<file path="config.mk">
export PLATFORM = sky130hd
export DESIGN_NAME = pc_stack_unit
export DESIGN_NICKNAME = d
export VERILOG_FILES = /design/src/rtl/pc_stack_unit.sv
export SDC_FILE = /design/constraint.sdc
export NUM_CORES = 1
export LEC_CHECK = 0
export ABC_CLOCK_PERIOD_IN_PS = 2800
export CAP_MARGIN = 20
export CORE_ASPECT_RATIO = 0.7
export CORE_MARGIN = 3
export CORE_UTILIZATION = 40
export DETAILED_ROUTE_END_ITERATION = 10
export PLACE_DENSITY = 0.75
export SYNTH_ARGS = -nofsm -noshare
export SYNTH_HDL_FRONTEND = slang
export SYNTH_SLANG_ARGS = --single-unit
</file>
<file path="constraint.sdc">
create_clock -name clk -period 2.8 [get_ports clk]
set_clock_uncertainty 0.05 [all_clocks]
set_input_delay 0.7 -clock clk [delete_from_list [all_inputs] [get_ports clk]]
set_output_delay 0.7 -clock clk [all_outputs]
set_load 0.005 [all_outputs]
</file>
<file path="src/rtl/pc_stack_unit.sv">
// Program counter with a two-entry return stack and skip/squash control.
// PC loads from stack, ALU or GOTO field; stack tracks depth and misuse.
module pc_stack_unit #(
    parameter int                  PC_WIDTH     = 9,
    parameter logic [PC_WIDTH-1:0] RESET_VECTOR = 9'h000
) (
    input  logic                clk,
    input  logic                rst,
    input  logic [1:0]          pc_mux_select,
    input  logic                load_pc,
    input  logic                inc_pc,
    input  logic                load_stack,
    input  logic                inc_stack,
    input  logic                dec_stack,
    input  logic                skip_next_instruction,
    input  logic [7:0]          alu_result,
    input  logic [11:0]         instruction_reg_out,
    output logic [PC_WIDTH-1:0] pc,
    output logic [7:0]          pcl,
    output logic [PC_WIDTH-1:0] stack_top,
    output logic [1:0]          stack_depth,
    output logic                stack_overflow,
    output logic                stack_underflow,
    output logic                squash_ir
);

    logic [PC_WIDTH-1:0] stack [2];
    logic                sp;
    logic [PC_WIDTH-1:0] pc_next;
    logic                real_load;
    logic                unused_ir;

    assign unused_ir = ^instruction_reg_out[11:9];
    assign pcl       = pc[7:0];
    assign stack_top = stack[sp];
    // select 3 is a hold, so it must not cancel a pending skip
    assign real_load = load_pc && (pc_mux_select != 2'd3);

    // next PC: load beats increment, increment beats hold
    always_comb begin
        pc_next = pc;
        if (load_pc) begin
            unique case (pc_mux_select)
                2'd0:    pc_next = stack[sp];
                2'd1:    pc_next = PC_WIDTH'(alu_result);
                2'd2:    pc_next = PC_WIDTH'(instruction_reg_out[8:0]);
                default: pc_next = pc;
            endcase
        end else if (inc_pc) begin
            pc_next = pc + PC_WIDTH'(1);
        end
    end

    // PC register
    always_ff @(posedge clk) begin
        if (rst) begin
            pc <= RESET_VECTOR;
        end else begin
            pc <= pc_next;
        end
    end

    // stack storage captures the PC before any same-cycle update
    always_ff @(posedge clk) begin
        if (!rst && load_stack) begin
            stack[sp] <= pc;
        end
    end

    // pointer, depth and sticky misuse flags; push+pop cancels
    always_ff @(posedge clk) begin
        if (rst) begin
            sp              <= 1'b0;
            stack_depth     <= 2'd0;
            stack_overflow  <= 1'b0;
            stack_underflow <= 1'b0;
        end else if (inc_stack && !dec_stack) begin
            sp <= ~sp;
            if (stack_depth == 2'd2) begin
                stack_overflow <= 1'b1;
            end else begin
                stack_depth <= stack_depth + 2'd1;
            end
        end else if (dec_stack && !inc_stack) begin
            sp <= ~sp;
            if (stack_depth == 2'd0) begin
                stack_underflow <= 1'b1;
            end else begin
                stack_depth <= stack_depth - 2'd1;
            end
        end
    end

    // squash lasts one inc_pc cycle; a squashed op cannot skip
    always_ff @(posedge clk) begin
        if (rst) begin
            squash_ir <= 1'b0;
        end else if (real_load) begin
            squash_ir <= 1'b0;
        end else if (inc_pc) begin
            if (squash_ir) begin
                squash_ir <= 1'b0;
            end else begin
                squash_ir <= skip_next_instruction;
            end
        end
    end

endmodule
</file>
==> impl_metrics.tcl, run 1 <==
set metrics [dict create \
    drc 0 \
    hpwl_um 3600 \
    cts_buffers 5 \
    drive_gt1_share_pct 9.70 \
    slew_headroom_pct 64.0 \
    synthMuxAreaShare_pct 7.01 \
    fmaxAchievable_mhz 383 \
    num_antenna_cells 0 \
    ys_types 44 \
    grt_pass1_wl_um 7800 \
    tritoncts "done" \
    setup_viol 0 \
    synthSimpleGateAreaFrac_pct 15.1 \
    drv_cap 0 \
    dr.pass1.iters 4 \
    clk_pin_slew_ps 70 \
    fin_tns_setup_ps 0 \
    max_stage_delay_ps 660 \
    cts_resized 0 \
    yosys_warnings 0 \
    slew_viol_final 0 \
    seq_area_frac_synth_pct 47.3 \
    run_status "finished, final reports clean" \
    wl_um 4860 \
    critPathBufInv 2 \
    ys_ff_latch 34 \
    vias 1584 \
    h-tree-depth 2 \
    seq_power_share_pct 42.5 \
    routedWlPerCell_um 16.8 \
    dpl_cell_area_mm2 0.00243 \
    drtAntennaViolNets 0 \
    hold_buffers 0 \
    coreArea_mm2 0.00414 \
    pwr-share-clk_pct 39.0 \
    synth_edf_count 18 \
    synth-xor-area-share_pct 0.962 \
    synth_top_family_by_area "compound AO/OA/AOI/OAI gates" \
    grt_pass1_vias 1509 \
    drt_iter0_markers 134 \
    leakagePower_nw 0.945 \
    cts_buffer_depth 2 \
    die_x_um 86.7 \
    crit_path_max_fanout 9 \
    finalHoldViolations 0 \
    switching_share_pct 24.0 \
    ys_top_cells_by_count "18 x edfxtp_1, 16 x dfxtp_1, 13 x nor2_1" \
    grt_usage_pct 18.4 \
    row_count 19 \
    final_cell_area_mm2 0.00257 \
    dieArea_mm2 0.00541 \
    syn_area_mm2 0.00182 \
    synth-compound-area-share_pct 16.9 \
    yosysMostFrequentCell "edfxtp_1" \
    area_delta_synth_final_pct 40.9 \
    end_kind "primary output" \
    tightest_slew_ps 539 \
    antenna_found_initial 0 \
    p_int_mw 1.06 \
    fin_crit_sh_pct 93.2 \
    mappedNetlistNets 216 \
    p_switching_uw 335 \
    place_congestion 0.875 \
    vias_per_cell 5.48 \
    grt_setup_unrepaired "no" \
    path_delay_family "flip-flops" \
    syn_inst 179 \
    pwr_density_cell_mw_per_mm2 545 \
    crit_chain "mux2i_1 -> inv_1 -> clkdlybuf4s50_1" \
    clock-sinks 34 \
    synth_area_leaders "edfxtp_1 30%, dfxtp_1 18%, ha_1 4.8%" \
    fin_nets 273 \
    ys.flop_type "edfxtp_1" \
    grt_max_degree 13 \
    required_ps 2050 \
    initial_core_util_pct 44.0 \
    worstPathArrival_ps 1860 \
    yosys.area.top_type_share_pct 29.7 \
    yosys.area.top_type "edfxtp_1" \
    crit_path_start_kind "flip-flop" \
    cts_root_buf "clkbuf_8" \
    syn_avg_cell_area_um2 10.2 \
    synthArstFlopShare_pct 0 \
    port_buffers 57 \
    post-cts-setup-buffers 0 \
    gr-total-overflow 0 \
    period_minus_slack_ps 2610 \
    dieHeight_um 62.5 \
    synth_adder_area_share_pct 4.81 \
    ioPinCount 61 \
    cp_slowest_cell "dfxtp_1" \
    power_frac_comb_pct 18.5 \
    hold_class "reg2reg" \
    irDropWorstVdd_uv 314 \
    insertion_delay_ps 300 \
    path_class "reg2out" \
]
==> power by group through the flow <==
stage / Clock [mW] / Combinational (mW) / Sequential [mW]
after floorplan: 0 / 0.129 / 0.587
after global placement: 0 / 0.253 / 0.603
after detailed placement: 0 / 0.256 / 0.605
after CTS: 0.546 / 0.260 / 0.594
after global routing: 0.567 / 0.282 / 0.599
final: 0.545 / 0.260 / 0.594
==> worst min-delay path, delay by kind of cell (launching register included) <==
family          cells  cell delay [ps]
compound gates      1               40
simple gates        1               70
flops               1              340
==> through the flow <==
step	worst slack [ps]	total power [mW]	utilization, %	instances	hold WS [ps]
floorplan	678	0.716	-	179	410
global placement	138	0.856	58.7	281	408
detailed placement	65.8	0.860	58.7	281	413
CTS	174	1.40	62.0	289	432
global route	24.2	1.45	62.0	289	448
finish	191	1.40	62.0	289	430
==> cell type report <==
type | instances | area [um2]
tap | 52 | 65.1
timing repair buffer | 66 | 638
clock buffer | 5 | 68.8
clock inverter | 3 | 68.8
inverter | 13 | 48.8
multi-input combinational | 116 | 816
sequential | 34 | 861
fill | 359 | 1570
==> logic make-up (layout without fill, tap and decap cells) <==
group,after synthesis,after routing
flops,34,34
compound gates,45,45
fa+ha+maj,7,7
buf+inv,29,87
mux,12,12
xor+xnor,2,2
simple gates,50,50
==> routing by layer <==
layer / vias to the layer above / wire (um) / global-route usage [%]
li1: 767 / - / -
met1: 741 / 2300 / 26.5
met2: 69 / 2080 / 26.9
met3: 7 / 424 / 4.61
met4: 0 / 63 / 5.64
met5: - / 0 / 0
==> layout by cell type, fill, tap and decap left out, types with 5 or more instances in the layout <==
cell | synthesis | layout
clkdlybuf4s50_1 | 0 | 57
edfxtp_1 | 18 | 18
dfxtp_1 | 16 | 16
nor2_1 | 13 | 13
inv_1 | 12 | 12
a21oi_1 | 10 | 10
nand2_1 | 9 | 9
buf_4 | 9 | 9
a22oi_1 | 7 | 7
ha_1 | 7 | 7
mux2i_1 | 6 | 6
o22ai_1 | 5 | 5
a31oi_1 | 5 | 5
nor2b_1 | 5 | 5
clkbuf_8 | 0 | 5
==> sequential cells by signal (all words and copies together), names as in the netlist, named ones only <==
| name | count |
|---|---|
| pc | 9 |
| sp | 1 |
| squash_ir | 1 |
| stack | 18 |
| stack_depth | 2 |
| stack_overflow | 1 |
| stack_underflow | 1 |
==> path summary, 6_finish.rpt <==
check	from	endpoint	slack, ps	cells after the start
worst min-delay path	stack_underflow$_SDFFE_PP0P_	stack_underflow$_SDFFE_PP0P_	430	2
worst max-delay path	flip-flop	stack_top[5]	190	3
worst max register to register	flip-flop	pc[5]$_SDFFE_PP0P_	980	4
worst min register to register	stack_underflow$_SDFFE_PP0P_	stack_underflow$_SDFFE_PP0P_	430	2
Power figures use the tool's default switching activity.
==> run 2, diff against run 1 <==
==> config.mk (replaced) <==
export PLATFORM = sky130hd
export DESIGN_NAME = pc_stack_unit
export DESIGN_NICKNAME = d
export VERILOG_FILES = /design/src/rtl/pc_stack_unit.sv
export SDC_FILE = /design/constraint.sdc
export NUM_CORES = 1
export LEC_CHECK = 0
export ABC_CLOCK_PERIOD_IN_PS = 3100
export CAP_MARGIN = 20
export CORE_ASPECT_RATIO = 0.7
export CORE_MARGIN = 3
export CORE_UTILIZATION = 60
export DETAILED_ROUTE_END_ITERATION = 10
export DONT_BUFFER_PORTS = 1
export PLACE_DENSITY = 0.8
export SYNTH_ARGS = -nofsm -noshare
export SYNTH_HDL_FRONTEND = slang
export SYNTH_SLANG_ARGS = --single-unit
==> constraint.sdc (replaced) <==
create_clock -name clk -period 3.1 [get_ports clk]
set_clock_uncertainty 0.05 [all_clocks]
set_input_delay 0.775 -clock clk [delete_from_list [all_inputs] [get_ports clk]]
set_output_delay 0.775 -clock clk [all_outputs]
set_load 0.005 [all_outputs]
==> impl_metrics.tcl, run 2 (synthesis results as in run 1) <==
set metrics [dict create \
    tightest_slew_ps 513 \
    num_antenna_cells 0 \
    run_status "finished, final reports clean" \
    grt_setup_unrepaired "no" \
    final_cell_mix "18 x edfxtp_1, 16 x dfxtp_1, 13 x nor2_1, 12 x inv_1, 10 x a21oi_1" \
    whs_ps 445 \
    period_minus_slack_ps 2200 \
    seq_power_share_pct 51.5 \
    grt_max_degree 21 \
    coreArea_mm2 0.00284 \
    min_path_cells 2 \
    vias_per_cell 6.54 \
    ioPinCount 61 \
    clk_pin_slew_ps 60 \
    grt_usage_pct 23.9 \
    post-cts-setup-buffers 0 \
    row_count 16 \
    slew_viol_final 0 \
    wl_um 4170 \
    power_frac_comb_pct 11.3 \
    worstPathArrival_ps 1380 \
    routedWlPerCell_um 20.1 \
    drtAntennaViolNets 0 \
    dieHeight_um 52.1 \
    dr.pass1.iters 4 \
    drc 0 \
    fin_crit_sh_pct 71.0 \
    final_common_cell "edfxtp_1" \
    reg2reg_depth 4 \
    slew_headroom_pct 65.7 \
    place_congestion 0.899 \
    utilization_pct 66.3 \
    fin_tns_setup_ps 0 \
    cts_root_buf "clkbuf_8" \
    fillerInstances 222 \
    antenna_found_initial 0 \
    gr-total-overflow 0 \
    switching_share_pct 24.2 \
    regArea_um2 861 \
    multiInputGateArea_um2 816 \
    hold_class "reg2reg" \
    largest_reg_flops 18 \
    cts_buffer_depth 2 \
    largest-register "stack" \
    pwr_density_cell_mw_per_mm2 556 \
    cts_buffers 5 \
    die_x_um 71.9 \
    hpwl_um 2930 \
    post-place-ws_ps 675 \
    grt_pass1_vias 1306 \
    crit_path_max_fanout 9 \
    p_switching_uw 253 \
    fin_nets 208 \
    setup_viol 0 \
    path_class "reg2out" \
    end_kind "primary output" \
    tritoncts "done" \
    irDropWorstVdd_uv 598 \
    dieArea_mm2 0.00374 \
    finalHoldViolations 0 \
    leakagePower_nw 0.677 \
    cts_resized 0 \
    initial_core_util_pct 64.1 \
    clock-sinks 34 \
    insertion_delay_ps 290 \
    vias 1361 \
    drive_gt1_share_pct 7.56 \
    drt_iter0_markers 87 \
    fmaxAchievable_mhz 454 \
    crit_path_start_kind "flip-flop" \
    drv_cap 0 \
    p_int_uw 794 \
    area_delta_synth_final_pct 3.43 \
    reg.largest.list "stack (18), pc (9), stack_depth (2)" \
    h-tree-depth 2 \
    required_ps 2270 \
    grt_pass1_wl_um 6510 \
    pwr-share-clk_pct 37.2 \
    setup_slack_ps 898 \
    hold_buffers 0 \
    port_buffers 0 \
]
-- run 2: cell types whose count changed in the layout (fill, tap and decap cells not counted) --
cell             previous run  this run
buf_4                       9         1
bufinv_16                   2         1
clkbuf_1                    0         2
clkdlybuf4s50_1            57         0
clkinv_4                    1         0
-- run 2: area by class of cell --
| class | count | share of cell area, % |
|---|---|---|
| clock inverter | 1 | 1.59 |
| clock buffer | 7 | 4.05 |
| sequential | 34 | 45.7 |
| inverter | 13 | 2.59 |
| tap | 36 | 2.39 |
| timing repair buffer | 1 | 0.398 |
| multi-input combinational | 116 | 43.3 |
-- run 2: critical path, stage by stage (launching register included) --
cell     delay (ps)
dfxtp_1         640
mux2i_1         350
inv_1           100
-- run 2: layer usage --
layer | part of all wire, % | track usage (%)
met2 | 45 | 35.8
met3 | 12 | 6.95
met4 | 2.2 | 13.8
met1 | 41 | 30.8
met5 | 0 | 0
-- run 2: worst paths after layout --
kind	start	endpoint	slack, ps
setup reg to reg	pc[3]$_SDFFE_PP0P_	pc[7]$_SDFFE_PP0P_	1250
hold / removal	stack_underflow$_SDFFE_PP0P_	stack_underflow$_SDFFE_PP0P_	450
hold reg to reg	stack_underflow$_SDFFE_PP0P_	stack_underflow$_SDFFE_PP0P_	450
setup / recovery	flip-flop	stack_top[5]	900
-- run 2: per-stage QoR --
| step | cell area (um2) | total power [mW] | cells |
|---|---|---|---|
| after floorplan | 1820 | 0.647 | 179 |
| after global placement | 1780 | 0.657 | 200 |
| after detailed placement | 1780 | 0.665 | 200 |
| after CTS | 1880 | 1.05 | 208 |
| after global routing | 1880 | 1.09 | 208 |
| final | 1880 | 1.05 | 208 |
-- run 2: power by group through the flow --
stage	logic, mW	registers, mW	clock network [mW]
after floorplan	0.117	0.531	0
after global placement	0.111	0.546	0
after detailed placement	0.116	0.548	0
after CTS	0.118	0.539	0.395
after global routing	0.131	0.544	0.415
final	0.118	0.539	0.389
==> run 3, diff against run 2 <==
--- a/config.mk
+++ b/config.mk
@@ -5,7 +5,7 @@
 export SDC_FILE = /design/constraint.sdc
 export NUM_CORES = 1
 export LEC_CHECK = 0
-export ABC_CLOCK_PERIOD_IN_PS = 3100
+export ABC_CLOCK_PERIOD_IN_PS = 2300
 export CAP_MARGIN = 20
 export CORE_ASPECT_RATIO = 0.7
 export CORE_MARGIN = 3
==> constraint.sdc (replaced) <==
create_clock -name clk -period 2.3 [get_ports clk]
set_clock_uncertainty 0.05 [all_clocks]
set_input_delay 0.575 -clock clk [delete_from_list [all_inputs] [get_ports clk]]
set_output_delay 0.575 -clock clk [all_outputs]
set_load 0.005 [all_outputs]
==> impl_metrics.tcl, run 3 (synthesis results as in run 1) <==
set metrics [dict create \
    routedWlPerCell_um 20.1 \
    vias 1382 \
    required_ps 1670 \
    clock-sinks 34 \
    drc 0 \
    coreArea_mm2 0.00284 \
    port_buffers 0 \
    grt_usage_pct 24.4 \
    power_frac_comb_pct 11.8 \
    row_count 16 \
    drive_gt1_share_pct 9.14 \
    reg.largest.list "stack (18), pc (9), stack_depth (2)" \
    initial_core_util_pct 64.1 \
    hold_buffers 0 \
    fin_tns_setup_ps 0 \
    ioPinCount 61 \
    rr_endpoint "pc[4]$_SDFFE_PP0P_" \
    cts_root_buf "clkbuf_8" \
    dpl_cell_area_mm2 0.00180 \
    area_delta_synth_final_pct 4.67 \
    cts_resized 0 \
    cts_buffers 5 \
    leakagePower_nw 0.692 \
    slew_viol_final 0 \
    slew_headroom_pct 65.8 \
    pwr-share-clk_pct 36.9 \
    seq_power_share_pct 51.2 \
    grt_pass1_vias 1274 \
    cts_buffer_depth 2 \
    finalHoldViolations 0 \
    largest_reg_flops 18 \
    final_common_cell "edfxtp_1" \
    period_minus_slack_ps 2010 \
    path_class "reg2out" \
    dr.pass1.iters 5 \
    hold_class "in2reg" \
    tritoncts "done" \
    fmaxAchievable_mhz 497 \
    post-cts-setup-buffers 0 \
    run_status "finished, final reports clean" \
    crit_path_start_kind "flip-flop" \
    worstPathArrival_ps 1390 \
    dieHeight_um 52.1 \
    drt_iter0_markers 130 \
    fin_crit_sh_pct 87.5 \
    reg2reg_depth 5 \
    end_kind "primary output" \
    reg2reg_slack_ps 530 \
    whs_endpoint "pc[7]$_SDFFE_PP0P_" \
    final_cell_area_mm2 0.00191 \
    min_from "rst" \
    wl_um 4250 \
    switching_share_pct 23.9 \
    dieArea_mm2 0.00374 \
    setup_viol 0 \
    grt_pass1_wl_um 6670 \
    min_path_cells 1 \
    tightest_slew_ps 513 \
    gr-total-overflow 0 \
    pwr_density_cell_mw_per_mm2 741 \
    grt_max_degree 21 \
    irDropWorstVdd_uv 474 \
    die_x_um 71.9 \
    reg2reg_from "pc[0]$_SDFFE_PP0P_" \
    h-tree-depth 2 \
    place_congestion 0.865 \
    p_switching_uw 338 \
    hpwl_um 3110 \
    fin_nets 211 \
    num_antenna_cells 0 \
    vias_per_cell 6.55 \
    grt_setup_unrepaired "no" \
    final_cell_mix "18 x edfxtp_1, 16 x dfxtp_1, 13 x nor2_1, 12 x inv_1, 10 x a21oi_1" \
    largest-register "stack" \
    clk_pin_slew_ps 60 \
    insertion_delay_ps 280 \
    drtAntennaViolNets 0 \
    p_int_mw 1.07 \
    drv_cap 0 \
    crit_path_max_fanout 9 \
    antenna_found_initial 0 \
]
==> run 3: cell types whose count changed in the layout (fill, tap and decap cells not counted), sizes merged <==
cell / previous run / this run
buf: 1 / 4
==> run 3: worst max path at each step <==
| stage | startpoint | to | slack, ps | cells after the start |
|---|---|---|---|---|
| after floorplan | pc_mux_select[0] | pc[5]$_SDFFE_PP0P_ | 300 | 7 |
| after global placement | pc_mux_select[0] | pc[5]$_SDFFE_PP0P_ | 350 | 6 |
| after detailed placement | pc_mux_select[0] | pc[5]$_SDFFE_PP0P_ | 330 | 6 |
| after CTS | flip-flop | stack_top[5] | 260 | 2 |
| after global routing | flip-flop | stack_top[5] | 180 | 2 |
| final | flip-flop | stack_top[5] | 290 | 2 |
==> run 3: routing by layer <==
| metal | share of wire [%] | track usage [%] | up-vias |
|---|---|---|---|
| met5 | 0 | 0 | - |
| met4 | 1.4 | 9.06 | 0 |
| met3 | 10 | 9.85 | 8 |
| met2 | 46 | 35.7 | 78 |
| met1 | 43 | 32.4 | 657 |
| li1 | - | - | 639 |
==> run 3: cell type report <==
type	instances	area, um2
Fill cell	212	936
Timing Repair Buffer	4	30.0
Tap cell	36	45.0
Clock buffer	7	76.3
Sequential cell	34	861
Multi-Input combinational cell	116	816
Clock inverter	1	30.0
Inverter	13	48.8
==> run 3: power by group through the flow <==
stage	combinational (mW)	clock, mW	sequential, mW
floorplan	0.157	0	0.715
global placement	0.159	0	0.734
detailed placement	0.166	0	0.737
CTS	0.167	0.530	0.724
global route	0.186	0.560	0.730
finish	0.167	0.522	0.724
==> run 3: metrics by stage <==
step	hold WS [ps]	std cells	power, mW	worst slack, ps	util [%]
3_3_place_gp	439	203	0.893	353	63.3
3_5_place_dp	448	203	0.903	326	63.3
2_1_floorplan	410	179	0.872	303	-
4_1_cts	295	211	1.42	262	67.1
5_1_grt	291	211	1.48	181	67.1
6_report	301	211	1.41	287	67.1
==> run 3: critical path, cell delays in order, from the launching register on <==
cell and delay [ps]:
dfxtp_1 640, mux2i_1 360, inv_1 100
